## src/rtl/pmod_adc_pkg.sv

```systemverilog
// Shared types and helpers for the Pmod_ADC (MCP3008-style) responder model.
// Holds the transfer state encoding, command field widths and the differential subtract.
package pmod_adc_pkg;

    typedef enum logic [2:0] {
        IDLE,
        WAIT_START,
        CMD,
        SAMPLE,
        MSB,
        LSB,
        ZERO
    } adc_state_t;

    localparam int ADC_CMD_BITS = 4;
    localparam int ADC_CH_BITS  = 3;

    // Operand width of adc_diff; result widths up to this value are supported.
    localparam int ADC_DIFF_W = 16;

    // Pseudo-differential result: plus - minus, clamped at zero instead of wrapping.
    function automatic logic [ADC_DIFF_W-1:0] adc_diff(
        input logic [ADC_DIFF_W-1:0] plus,
        input logic [ADC_DIFF_W-1:0] minus
    );
        return (plus > minus) ? (plus - minus) : '0;
    endfunction

endpackage

```

## src/rtl/adc_sync_edge.sv

```systemverilog
// Multi-flop synchronizer for one asynchronous SPI line, with one-clk rise/fall strobes.
// Strobes are held off until the chain has refilled after reset, so a line that differs
// from RESET_VAL at reset release does not look like an edge.
module adc_sync_edge #(
    parameter int   SYNC_STAGES = 2,
    parameter logic RESET_VAL   = 1'b0
) (
    input  logic clk,
    input  logic rst_n,
    input  logic d,
    output logic level,
    output logic rise,
    output logic fall
);

    logic [SYNC_STAGES-1:0] sync_q;
    logic                   prev_q;
    logic [SYNC_STAGES:0]   warm_q;

    always_ff @(posedge clk or negedge rst_n) begin
        if (!rst_n) begin
            sync_q <= {SYNC_STAGES{RESET_VAL}};
            prev_q <= RESET_VAL;
            warm_q <= '0;
        end else begin
            sync_q <= {sync_q[SYNC_STAGES-2:0], d};
            prev_q <= sync_q[SYNC_STAGES-1];
            warm_q <= {warm_q[SYNC_STAGES-1:0], 1'b1};
        end
    end

    assign level = sync_q[SYNC_STAGES-1];
    assign rise  = warm_q[SYNC_STAGES] & level & ~prev_q;
    assign fall  = warm_q[SYNC_STAGES] & ~level & prev_q;

endmodule

```

## src/rtl/mcp3008_responder.sv

```systemverilog
// Responder-side model of the 8-channel 10-bit SPI ADC: oversamples AD_CLK/CS/DIN,
// decodes start/SGL/D2..D0 and shifts back a null bit plus the selected channel code.
module mcp3008_responder
    import pmod_adc_pkg::*;
#(
    parameter int NUM_CH      = 8,
    parameter int RES         = 10,
    parameter int SYNC_STAGES = 2,
    parameter int LSB_TRAIL   = 1
) (
    input  logic                    clk,
    input  logic                    rst_n,
    input  logic                    ad_clk,
    input  logic                    cs,
    input  logic                    din,
    input  logic [NUM_CH*RES-1:0]   ch_data,
    output logic                    dout,
    output logic                    dout_oe,
    output logic                    conv_done,
    output logic [ADC_CH_BITS-1:0]  conv_ch,
    output logic                    conv_sgl,
    output logic [RES-1:0]          conv_code
);

    localparam int CNT_W = ($clog2(RES) > 2) ? $clog2(RES) : 2;

    logic sclk_unused;
    logic clk_rise;
    logic clk_fall;
    logic cs_s;
    logic cs_rise;
    logic cs_fall;
    logic din_s;

    logic [SYNC_STAGES-1:0] din_q;

    adc_state_t              state;
    logic [CNT_W-1:0]        bit_cnt;
    logic [ADC_CMD_BITS-1:0] cmd;
    logic [RES-1:0]          hold;
    logic                    sample_rise;

    logic [ADC_CMD_BITS-1:0] next_cmd;
    logic [ADC_CH_BITS-1:0]  plus_ch;
    logic [ADC_CH_BITS-1:0]  minus_ch;
    logic [RES-1:0]          plus_val;
    logic [RES-1:0]          minus_val;
    logic [RES-1:0]          result;

    adc_sync_edge #(
        .SYNC_STAGES (SYNC_STAGES),
        .RESET_VAL   (1'b0)
    ) u_sync_sclk (
        .clk   (clk),
        .rst_n (rst_n),
        .d     (ad_clk),
        .level (sclk_unused),
        .rise  (clk_rise),
        .fall  (clk_fall)
    );

    adc_sync_edge #(
        .SYNC_STAGES (SYNC_STAGES),
        .RESET_VAL   (1'b1)
    ) u_sync_cs (
        .clk   (clk),
        .rst_n (rst_n),
        .d     (cs),
        .level (cs_s),
        .rise  (cs_rise),
        .fall  (cs_fall)
    );

    // Same depth as the ad_clk chain so din_s lines up with the rise strobe.
    always_ff @(posedge clk or negedge rst_n) begin
        if (!rst_n) begin
            din_q <= '0;
        end else begin
            din_q <= {din_q[SYNC_STAGES-2:0], din};
        end
    end

    assign din_s = din_q[SYNC_STAGES-1];

    // Operands are evaluated against the command as it will look after the D0 shift.
    assign next_cmd  = {cmd[ADC_CMD_BITS-2:0], din_s};
    assign plus_ch   = next_cmd[ADC_CH_BITS-1:0];
    assign minus_ch  = {plus_ch[ADC_CH_BITS-1:1], ~plus_ch[0]};
    assign plus_val  = ch_data[int'(plus_ch) * RES +: RES];
    assign minus_val = ch_data[int'(minus_ch) * RES +: RES];

    always_comb begin
        result = plus_val;
        if (!next_cmd[ADC_CMD_BITS-1]) begin
            result = RES'(adc_diff(ADC_DIFF_W'(plus_val), ADC_DIFF_W'(minus_val)));
        end
    end

    always_ff @(posedge clk or negedge rst_n) begin
        if (!rst_n) begin
            state       <= IDLE;
            bit_cnt     <= '0;
            cmd         <= '0;
            hold        <= '0;
            sample_rise <= 1'b0;
            dout        <= 1'b0;
            dout_oe     <= 1'b0;
            conv_done   <= 1'b0;
            conv_ch     <= '0;
            conv_sgl    <= 1'b0;
            conv_code   <= '0;
        end else begin
            conv_done <= 1'b0;
            if (cs_rise || cs_s) begin
                // Deselect aborts anything in flight; last conversion results stay put.
                state   <= IDLE;
                dout    <= 1'b0;
                dout_oe <= 1'b0;
            end else begin
                case (state)
                    IDLE: begin
                        dout_oe <= 1'b0;
                        if (cs_fall) begin
                            state       <= WAIT_START;
                            bit_cnt     <= '0;
                            cmd         <= '0;
                            sample_rise <= 1'b0;
                        end
                    end
                    WAIT_START: begin
                        if (clk_rise && din_s) begin
                            state   <= CMD;
                            bit_cnt <= '0;
                        end
                    end
                    CMD: begin
                        if (clk_rise) begin
                            cmd     <= next_cmd;
                            bit_cnt <= bit_cnt + 1'b1;
                            if (bit_cnt == CNT_W'(ADC_CMD_BITS - 1)) begin
                                hold        <= result;
                                sample_rise <= 1'b0;
                                state       <= SAMPLE;
                            end
                        end
                    end
                    SAMPLE: begin
                        if (clk_rise) begin
                            sample_rise <= 1'b1;
                        end else if (clk_fall && sample_rise) begin
                            dout_oe <= 1'b1;
                            dout    <= 1'b0;
                            bit_cnt <= CNT_W'(RES - 1);
                            state   <= MSB;
                        end
                    end
                    MSB: begin
                        if (clk_fall) begin
                            dout <= hold[bit_cnt];
                            if (bit_cnt == '0) begin
                                conv_done <= 1'b1;
                                conv_ch   <= cmd[ADC_CH_BITS-1:0];
                                conv_sgl  <= cmd[ADC_CMD_BITS-1];
                                conv_code <= hold;
                                if (LSB_TRAIL != 0) begin
                                    bit_cnt <= CNT_W'(1);
                                    state   <= LSB;
                                end else begin
                                    state <= ZERO;
                                end
                            end else begin
                                bit_cnt <= bit_cnt - 1'b1;
                            end
                        end
                    end
                    LSB: begin
                        if (clk_fall) begin
                            dout <= hold[bit_cnt];
                            if (bit_cnt == CNT_W'(RES - 1)) begin
                                state <= ZERO;
                            end else begin
                                bit_cnt <= bit_cnt + 1'b1;
                            end
                        end
                    end
                    ZERO: begin
                        if (clk_fall) begin
                            dout <= 1'b0;
                        end
                    end
                    default: begin
                        state <= IDLE;
                    end
                endcase
            end
        end
    end

endmodule

```

## config.mk

```make
export PLATFORM = sky130hd
export DESIGN_NAME = mcp3008_responder
export DESIGN_NICKNAME = d
export VERILOG_FILES = /design/src/rtl/pmod_adc_pkg.sv /design/src/rtl/adc_sync_edge.sv /design/src/rtl/mcp3008_responder.sv
export SDC_FILE = /design/constraint.sdc
export NUM_CORES = 1
export LEC_CHECK = 0
export CORE_UTILIZATION = 40
export CTS_BUF_LIST = sky130_fd_sc_hd__clkbuf_4
export DETAILED_ROUTE_END_ITERATION = 7
export GPL_ROUTABILITY_DRIVEN = 0
export PLACE_DENSITY = 0.68
export RECOVER_POWER = 50
export SYNTH_ARGS = -nofsm -noshare
export SYNTH_HDL_FRONTEND = slang
export SYNTH_SLANG_ARGS = --single-unit
export TNS_END_PERCENT = 30
```

## constraint.sdc

```tcl
create_clock -name clk -period 9.1 [get_ports clk]
set_clock_uncertainty 0.05 [all_clocks]
set_input_delay 2.275 -clock clk [delete_from_list [all_inputs] [get_ports clk]]
set_output_delay 2.275 -clock clk [all_outputs]
set_load 0.01 [all_outputs]
```

Word level (Yosys, flattened, before mapping):

Cells that the tools add are included.

* bits of input ports: 85
* register bits after elaboration: 53
* output and inout bits: 17

* shift-type cells: 2
* $mul: 2
* $lt $le $gt $ge: 2
* muxes and demuxes: 47
* bitwise gates (word level): 14
* equality and inequality tests: 31
* add/sub/neg operators: 3
* reductions and logical operators: 19

Operators by type and width (number)
* variable part select 80 x 8 -> 10 bit: 2
* 2-to-1 mux 4 bit: 10
* 2-to-1 mux 3 bit: 11
* != test 3 bit (second input constant): 11
* case mux 4 bit (6 select lines): 1
* != test 2 bit (second input constant): 11
* case mux 3 bit (7 select lines): 1
* 2-to-1 mux 10 bit: 2
* 2-to-1 mux 1 bit: 17
* multiplier 3 x 3 -> 6 bit (second input constant): 2
* AND reduction 4 bit: 3
* AND reduction 11 bit: 1
* greater-than comparator 10 bit: 1
* AND reduction 10 bit: 1
* subtractor 10 bit: 1
* equality test 3 bit (second input constant): 3
* bitwise AND 1 bit: 8
* case mux 4 bit (2 select lines): 1
* equality test 3 x 2 -> 1 bit (second input constant): 2
* NOT 1 bit: 6
* case mux 1 bit (3 select lines): 2
* AND reduction 6 bit: 1
* nonzero test 3 bit: 2
* nonzero test 6 bit: 1
* 18 further kinds: 19

Longest topological paths before layout:

Gate-level depths: netlist (run 1).

* depth in word-level cells: 8
* depth in mapped cells: 12
* mapped depth without buffers: 9

Modules after synthesis:

From an unflattened synthesis (run 1), not the netlist that was laid out.

* cells, all modules: 383
* area, all modules: 4276.6 µm²

By module, submodules not included
* mcp3008_responder: cells each 365, sequential area each 1026.0 µm², times used 1, area an instance 3930.0 µm²
* adc_sync_edge (u_sync_cs): cells each 9, sequential area each 153.9 µm², times used 1, area an instance 175.2 µm²
* adc_sync_edge (u_sync_sclk): cells each 9, sequential area each 150.1 µm², times used 1, area an instance 171.4 µm²

Least setup slack after synthesis (run 1):

OpenSTA, ideal clock, no wires.

* path kind: input -> register
* start: in ch_data[60]
* end: reg hold[9]
* setup time: 0.110 ns
* arrival: 4.758 ns
* stages on the path: 9
* slack: 4.182 ns
* path buffers: 0
* cell sequence: mux4_2 -> mux2_2 -> ha_1 -> fa_1 -> nand2b_1 -> a21oi_1 -> o41ai_1 -> or2_2 -> o41ai_1

* cells in the longest elaborated chain, start to end: 4
* elaborated cells between the ends (all ways): 6

Ends and longest elaborated chain
* start, declared: RTL line mcp3008_responder.sv:16 `input logic [NUM_CH*RES-1:0] ch_data,`
* variable part select 80 x 8 -> 10 bit, on equally long branches: RTL line mcp3008_responder.sv:89, mcp3008_responder.sv:90
* subtractor 10 bit or greater-than comparator 10 bit (tied branches): RTL line pmod_adc_pkg.sv:26 `return (plus > minus) ? (plus - minus) : '0;`
* 2-to-1 mux 10 bit (*): RTL line pmod_adc_pkg.sv:26
* 2-to-1 mux 10 bit (*): RTL line mcp3008_responder.sv:94 `if (!next_cmd[ADC_CMD_BITS-1]) begin`
* end signal, assigned: RTL line mcp3008_responder.sv:141 `hold <= result;`
* end, declared: RTL line mcp3008_responder.sv:40 `logic [RES-1:0] hold;`

Mark *: on every way between the ends. The rest lies on a longest branch, timed or not.
A chain may end at the register's enable or synchronous reset.

Worst setup path after layout (run 1):

* start: in ch_data[33]
* end: reg hold[6]

Same word-level chain as after synthesis.

==> out/metrics.yaml, run 1 <==
port_buffers: 101
antenna_left: 0
path_cells: "clkdlybuf4s50_1, mux4_2, mux2_2, ha_1, o21ai_1, a21oi_1, o41ai_1, o31ai_1, mux2_2"
htree_levels: 2
die_x_microns: 106
rsz0062_at_grt: "no"
vias: 3488
wl_per_cell_microns: 16.9
cts_resized: 0
io_pins: 102
postCtsSetupRepairBufs: 0
drc_errors: 0
grt_max_degree: 51
outcome: "complete, but fails checks"
clk_pin_slew_ps: 150
min_period_ps: 5380
synthFlopType: "dfrtp_1"
cts_sinks: 50
m1WireLength_microns: 4550
dr_wl_met3_microns: 665
clock-root-buffer: "clkbuf_4"
dpl.cell_count: 583
powerDensity_nw_per_um2: 102
syn_avg_cell_area_sq_um: 11.5
hold_viol_final: 0
ys_types: 71
synth.net_count: 476
crit_path_start: "ch_data[33]"
cts_hold_buf: 0
r2r_cells: 8
diodes: 0
highest_layer: "met4"
dr.pass1.iters: 5
core_area_sq_um: 10400
floorplan.die.height_microns: 106
grt_pass1_wl_microns: 17200
clockBufferDepth: 2
area_growth_pct: 24.9
final-max-slew-violation-count: 94
start_util_pct: 41.4
synth_edf_count: 0
ys_async_sr_fraction_pct: 100
rows: 37
synthCells: 373
crit_cells: 9
path_class: "input pin to flop"
seq_area_frac_synth_pct: 29.3
critPathMaxStageDelay_ps: 900
start_kind: "input pin"
drt_iter0_drc: 147
critical_path.max_fanout: 7
layout.cells.non_filler: 591
violations: "max-capacitance violations, max-slew violations"
hold_depth: 0
finalNetCount: 557
hpwl_microns: 7900
period_share_pct: 59.1
maxCapViolCount: 2
first_global_vias: 3562
crit_buf_inv: 1
groute.usage.overall_pct: 19.1
overflow: 0
netlist_area_sq_um: 4290
numCtsBuffers: 5
p_total_mw: 0.546
slowest_stage: "o41ai_1"
synth-warning-count: 0
die-area_sq_um: 11100
max-slew-margin-rel_pct: -73.4
cp_common_cell: "mux2_2"
peakVddDrop_v: 0.0000548
wl_met2_microns: 4700
crit_family: "compound AO/OA/AOI/OAI gates"
max_freq_mhz: 186
setup_tns_ps: 0
setup_viol: 0
routed_wl_microns: 9990
holdCritPathClass: "flop to flop"
antenna_found_initial: 0
cts_tree: "done"
ys_ff_latch: 50
hp-start: "u_sync_sclk.sync_q[0]"
layout-drive-gt1-share_pct: 17.6
worst_slew_pin_slew_ps: 2600
p_leak_nw: 2.02
crit_required_ps: 9330
endpoint_kind: "flop"
worstReg2RegStart: "din_q[1]"
clk_latency_ps: 370
worstPathArrival_ps: 5610
viasPerCell: 5.90
[registers in the layout (all words and copies together), names as in the netlist]
register and flops:
conv_code 10, hold 10, bit_cnt 4, cmd 4
conv_ch 3, state 3, u_sync_cs.warm_q 3, din_q 2
u_sync_cs.sync_q 2, u_sync_sclk.sync_q 2, conv_done 1, conv_sgl 1
dout 1, dout_oe 1, sample_rise 1, u_sync_cs.prev_q 1
u_sync_sclk.prev_q 1
[cell usage after synthesis, types with 3 or more instances]
| cell | instances | area [sq um] |
|---|---|---|
| clkbuf_8 | 4 | 55.1 |
| mux2_2 | 16 | 180 |
| nor3_1 | 9 | 45.0 |
| nand3_1 | 5 | 25.0 |
| nand2_1 | 17 | 63.8 |
| mux2i_1 | 11 | 110 |
| buf_1 | 4 | 15.0 |
| o21a_1 | 4 | 30.0 |
| nor2_1 | 16 | 60.1 |
| mux2_1 | 14 | 158 |
| o31ai_1 | 9 | 67.6 |
| nor3b_1 | 4 | 30.0 |
| a22o_1 | 4 | 35.0 |
| dfrtp_1 | 47 | 1180 |
| nor2b_1 | 3 | 18.8 |
| a22oi_1 | 4 | 30.0 |
| buf_2 | 6 | 30.0 |
| dfstp_2 | 3 | 78.8 |
| o21ai_1 | 3 | 15.0 |
| xor2_1 | 3 | 26.3 |
| ha_1 | 17 | 213 |
| a21oi_1 | 19 | 95.1 |
| o41ai_1 | 3 | 26.3 |
| nand3b_1 | 8 | 60.1 |
| a211oi_1 | 4 | 30.0 |
| or4b_1 | 3 | 30.0 |
| mux4_2 | 42 | 946 |
| inv_1 | 13 | 48.8 |
| nand2b_1 | 6 | 37.5 |
| clkbuf_1 | 11 | 41.3 |
| o22ai_1 | 4 | 25.0 |
| o21ai_0 | 10 | 50.1 |
[report_power, final]
group	internal, mW	switching, mW	leakage (nW)	total [mW]
Sequential	0.231	0.0197	0.647	0.250
Combinational	0.105	0.0816	1.33	0.187
Clock	0.0350	0.0742	0.0363	0.109
[placed cells by master (no fill, tap or decap), drive strengths merged, types with 8 or more instances in the layout]
master	instances
inv	14
o21ai	14
nand2	17
clkdlybuf4s50	97
mux2i	11
dfrtp	47
nor2	16
mux4	42
ha	17
mux2	30
nand3b	8
a21oi	19
nor3	9
o31ai	9
[per-stage QoR]
step / setup slack (ps) / instance area, sq um / util (%) / hold WS, ps
5_1_grt: 3470 / 5360 / 51.7 / 333
6_report: 3720 / 5360 / 51.7 / 317
3_5_place_dp: 3380 / 5310 / 51.2 / 285
3_3_place_gp: 3520 / 5310 / 51.2 / 283
4_1_cts: 3820 / 5370 / 51.8 / 318
2_1_floorplan: 4180 / 4290 / - / 281
[layer usage]
metal  GRT usage (%)  vias up
met4            3.47        0
met3            4.45        7
met1            26.1     1717
met2            31.2      124
met5               0        -
li1                -     1640
[cell families (layout without fill, tap and decap cells)]
family	count (synthesis)	in the layout	synth area share, %
and+or+nand+nor	91	91	13.0
AOI/OAI and AO/OA	86	86	14.0
muxes	83	83	32.5
DFF	50	50	29.3
buffers and inverters	41	123	5.13
adders and majority gates	18	18	5.42
xor gates and xnor gates	3	3	0.613
other	1	1	0.0874
[final cells by class]
| class | instances | area (sq um) |
|---|---|---|
| Tap cell | 136 | 170 |
| Timing Repair Buffer | 102 | 1010 |
| Fill cell | 948 | 5010 |
| Inverter | 13 | 48.8 |
| Clock inverter | 2 | 17.5 |
| Sequential cell | 50 | 1260 |
| Multi-Input combinational cell | 282 | 2810 |
| Clock buffer | 6 | 45.0 |
[path summary, 6_finish.rpt]
kind	endpoint	slack [ps]
worst max-delay path	hold[6]	3720
worst min-delay path	u_sync_sclk.sync_q[1]	320
worst max register to register	hold[6]	4190
worst min register to register	u_sync_sclk.sync_q[1]	320
max in group asynchronous	cmd[0]	4610
min in group asynchronous	conv_code[8]	2740
Note: power is estimated with default switching activity, not from simulation.
==> run 2, diff against run 1 <==
--- a/config.mk
+++ b/config.mk
@@ -9,7 +9,7 @@
 export CTS_BUF_LIST = sky130_fd_sc_hd__clkbuf_4
 export DETAILED_ROUTE_END_ITERATION = 7
 export GPL_ROUTABILITY_DRIVEN = 0
-export PLACE_DENSITY = 0.68
+export PLACE_DENSITY = 0.7
 export RECOVER_POWER = 50
 export SYNTH_ARGS = -nofsm -noshare
 export SYNTH_HDL_FRONTEND = slang
==> constraint.sdc (replaced) <==
create_clock -name clk -period 4.6 [get_ports clk]
set_clock_uncertainty 0.05 [all_clocks]
set_input_delay 1.15 -clock clk [delete_from_list [all_inputs] [get_ports clk]]
set_output_delay 1.15 -clock clk [all_outputs]
set_load 0.01 [all_outputs]
==> run 2 against run 1 <==
Against the previous run: the run now ends clean; clock power up 130%; register-to-register slack worse by 3600 ps; combinational power up 110%; worst hold slack worse by 2.4 ps; sequential cell count unchanged; clock-buffer cell count unchanged; sequential power up 96%; utilization up 0.78 points; first-iteration DRC count up 81%; total power up 110%; critical path depth unchanged; routed wire length up 2.2%; largest cell class unchanged.
==> out/metrics.yaml, run 2 (same netlist as run 1, synthesis figures left out) <==
io_pins: 102
drt_iter0_drc: 266
final_cell_mix: "clkdlybuf4s50_1, dfrtp_1, mux4_2"
holdCritPathClass: "flop to flop"
crit_family: "compound AO/OA/AOI/OAI gates"
peakVddDrop_v: 0.000137
htree_levels: 2
port_buffers: 101
numCtsBuffers: 5
period_share_pct: 91.6
fin_ws_ps: 387
cts_sinks: 50
grt_pass1_wl_microns: 17200
outcome: "complete, no violations"
cts_resized: 0
antenna_left: 0
final_common_cell: "clkdlybuf4s50_1"
setup_tns_ps: 0
powerDensity_nw_per_um2: 207
crit_buf_inv: 1
finalNetCount: 563
floorplan.die.height_microns: 106
groute.usage.overall_pct: 19.0
start_util_pct: 41.4
wl_per_cell_microns: 17.1
endpoint_kind: "flop"
pre_cts_slack_ps: 47.7
cp_common_cell: "mux2_2"
cts_tree: "done"
rows: 37
top_regs: "conv_code (10), hold (10)"
critical_path.max_fanout: 7
hpwl_microns: 8190
max_freq_mhz: 237
place_area_sq_um: 5360
core_area_sq_um: 10400
die_x_microns: 106
start_kind: "input pin"
cts_hold_buf: 0
max-slew-margin-rel_pct: 1.51
path_class: "input pin to flop"
r2r_setup_slack_ps: 630
grt_max_degree: 29
area_growth_pct: 26.8
critPathMaxStageDelay_ps: 930
hold_viol_final: 0
diodes: 0
rsz0062_at_grt: "no"
clock-root-buffer: "clkbuf_4"
routed_wl_microns: 10200
path_cells: "clkdlybuf4s50_1, mux4_2, mux2_2, ha_1, nand2b_1, a21oi_1, o41ai_1, o32ai_1, mux2_2"
dr.pass1.iters: 4
drc_errors: 0
setup_viol: 0
slowest_stage: "o41ai_1"
min_period_ps: 4210
maxCapViolCount: 0
postCtsSetupRepairBufs: 0
layout-drive-gt1-share_pct: 18.9
p_leak_nw: 2.05
viasPerCell: 5.95
crit_required_ps: 4790
final-max-slew-violation-count: 0
p_total_mw: 1.13
clk_latency_ps: 350
overflow: 0
worstPathArrival_ps: 4410
worst_slew_pin_slew_ps: 1480
finalInstanceArea_sq_um: 5440
first_global_vias: 3579
clk_pin_slew_ps: 130
die-area_sq_um: 11100
vias: 3555
antenna_found_initial: 0
clockBufferDepth: 2
n_fill_cell: 931
[run 2: final timing paths]
path / start / endpoint / cells past startpoint
max: ch_data[62] / hold[1] / 9
min: u_sync_cs.warm_q[1] / u_sync_cs.warm_q[2] / 0
max reg2reg: din_q[1] / hold[1] / 9
min reg2reg: u_sync_cs.warm_q[1] / u_sync_cs.warm_q[2] / 0
max in group asynchronous: rst_n / cmd[0] / 2
min in group asynchronous: rst_n / conv_code[5] / 1
[run 2: per-stage QoR]
step                hold WS (ps)  std cells  utilization [%]
global route                 322        597             52.5
global placement             282        589             51.7
CTS                          317        597             52.5
detailed placement           285        589             51.7
finish                       314        597             52.5
floorplan                    281        373                -
[run 2: metal layers]
layer  global-route usage [%]  wire length, microns  share of wire [%]  vias to the layer above
met1                     26.4                  4670                 46                     1770
li1                         -                     -                  -                     1658
met2                     31.4                  4860                 48                      123
met3                     3.71                   628                6.2                        4
met5                        0                     0                  0                        -
met4                     3.27                    51               0.50                        0
[run 2: layout make-up]
class | count | area [sq um] | area share, %
multi-input cells | 282 | 2820 | 51.7
repair buffers | 108 | 1070 | 19.6
inverters | 13 | 48.8 | 0.897
flip-flops and latches | 50 | 1260 | 23.1
well taps | 136 | 170 | 3.13
clock inverters | 2 | 37.5 | 0.690
clock buffers | 6 | 45.0 | 0.828
[run 2: report_power, final]
part | switching [mW] | internal, mW | total (mW)
sequential | 0.0350 | 0.456 | 0.491
clock | 0.132 | 0.121 | 0.252
combinational | 0.168 | 0.216 | 0.384
total | 0.335 | 0.793 | 1.13
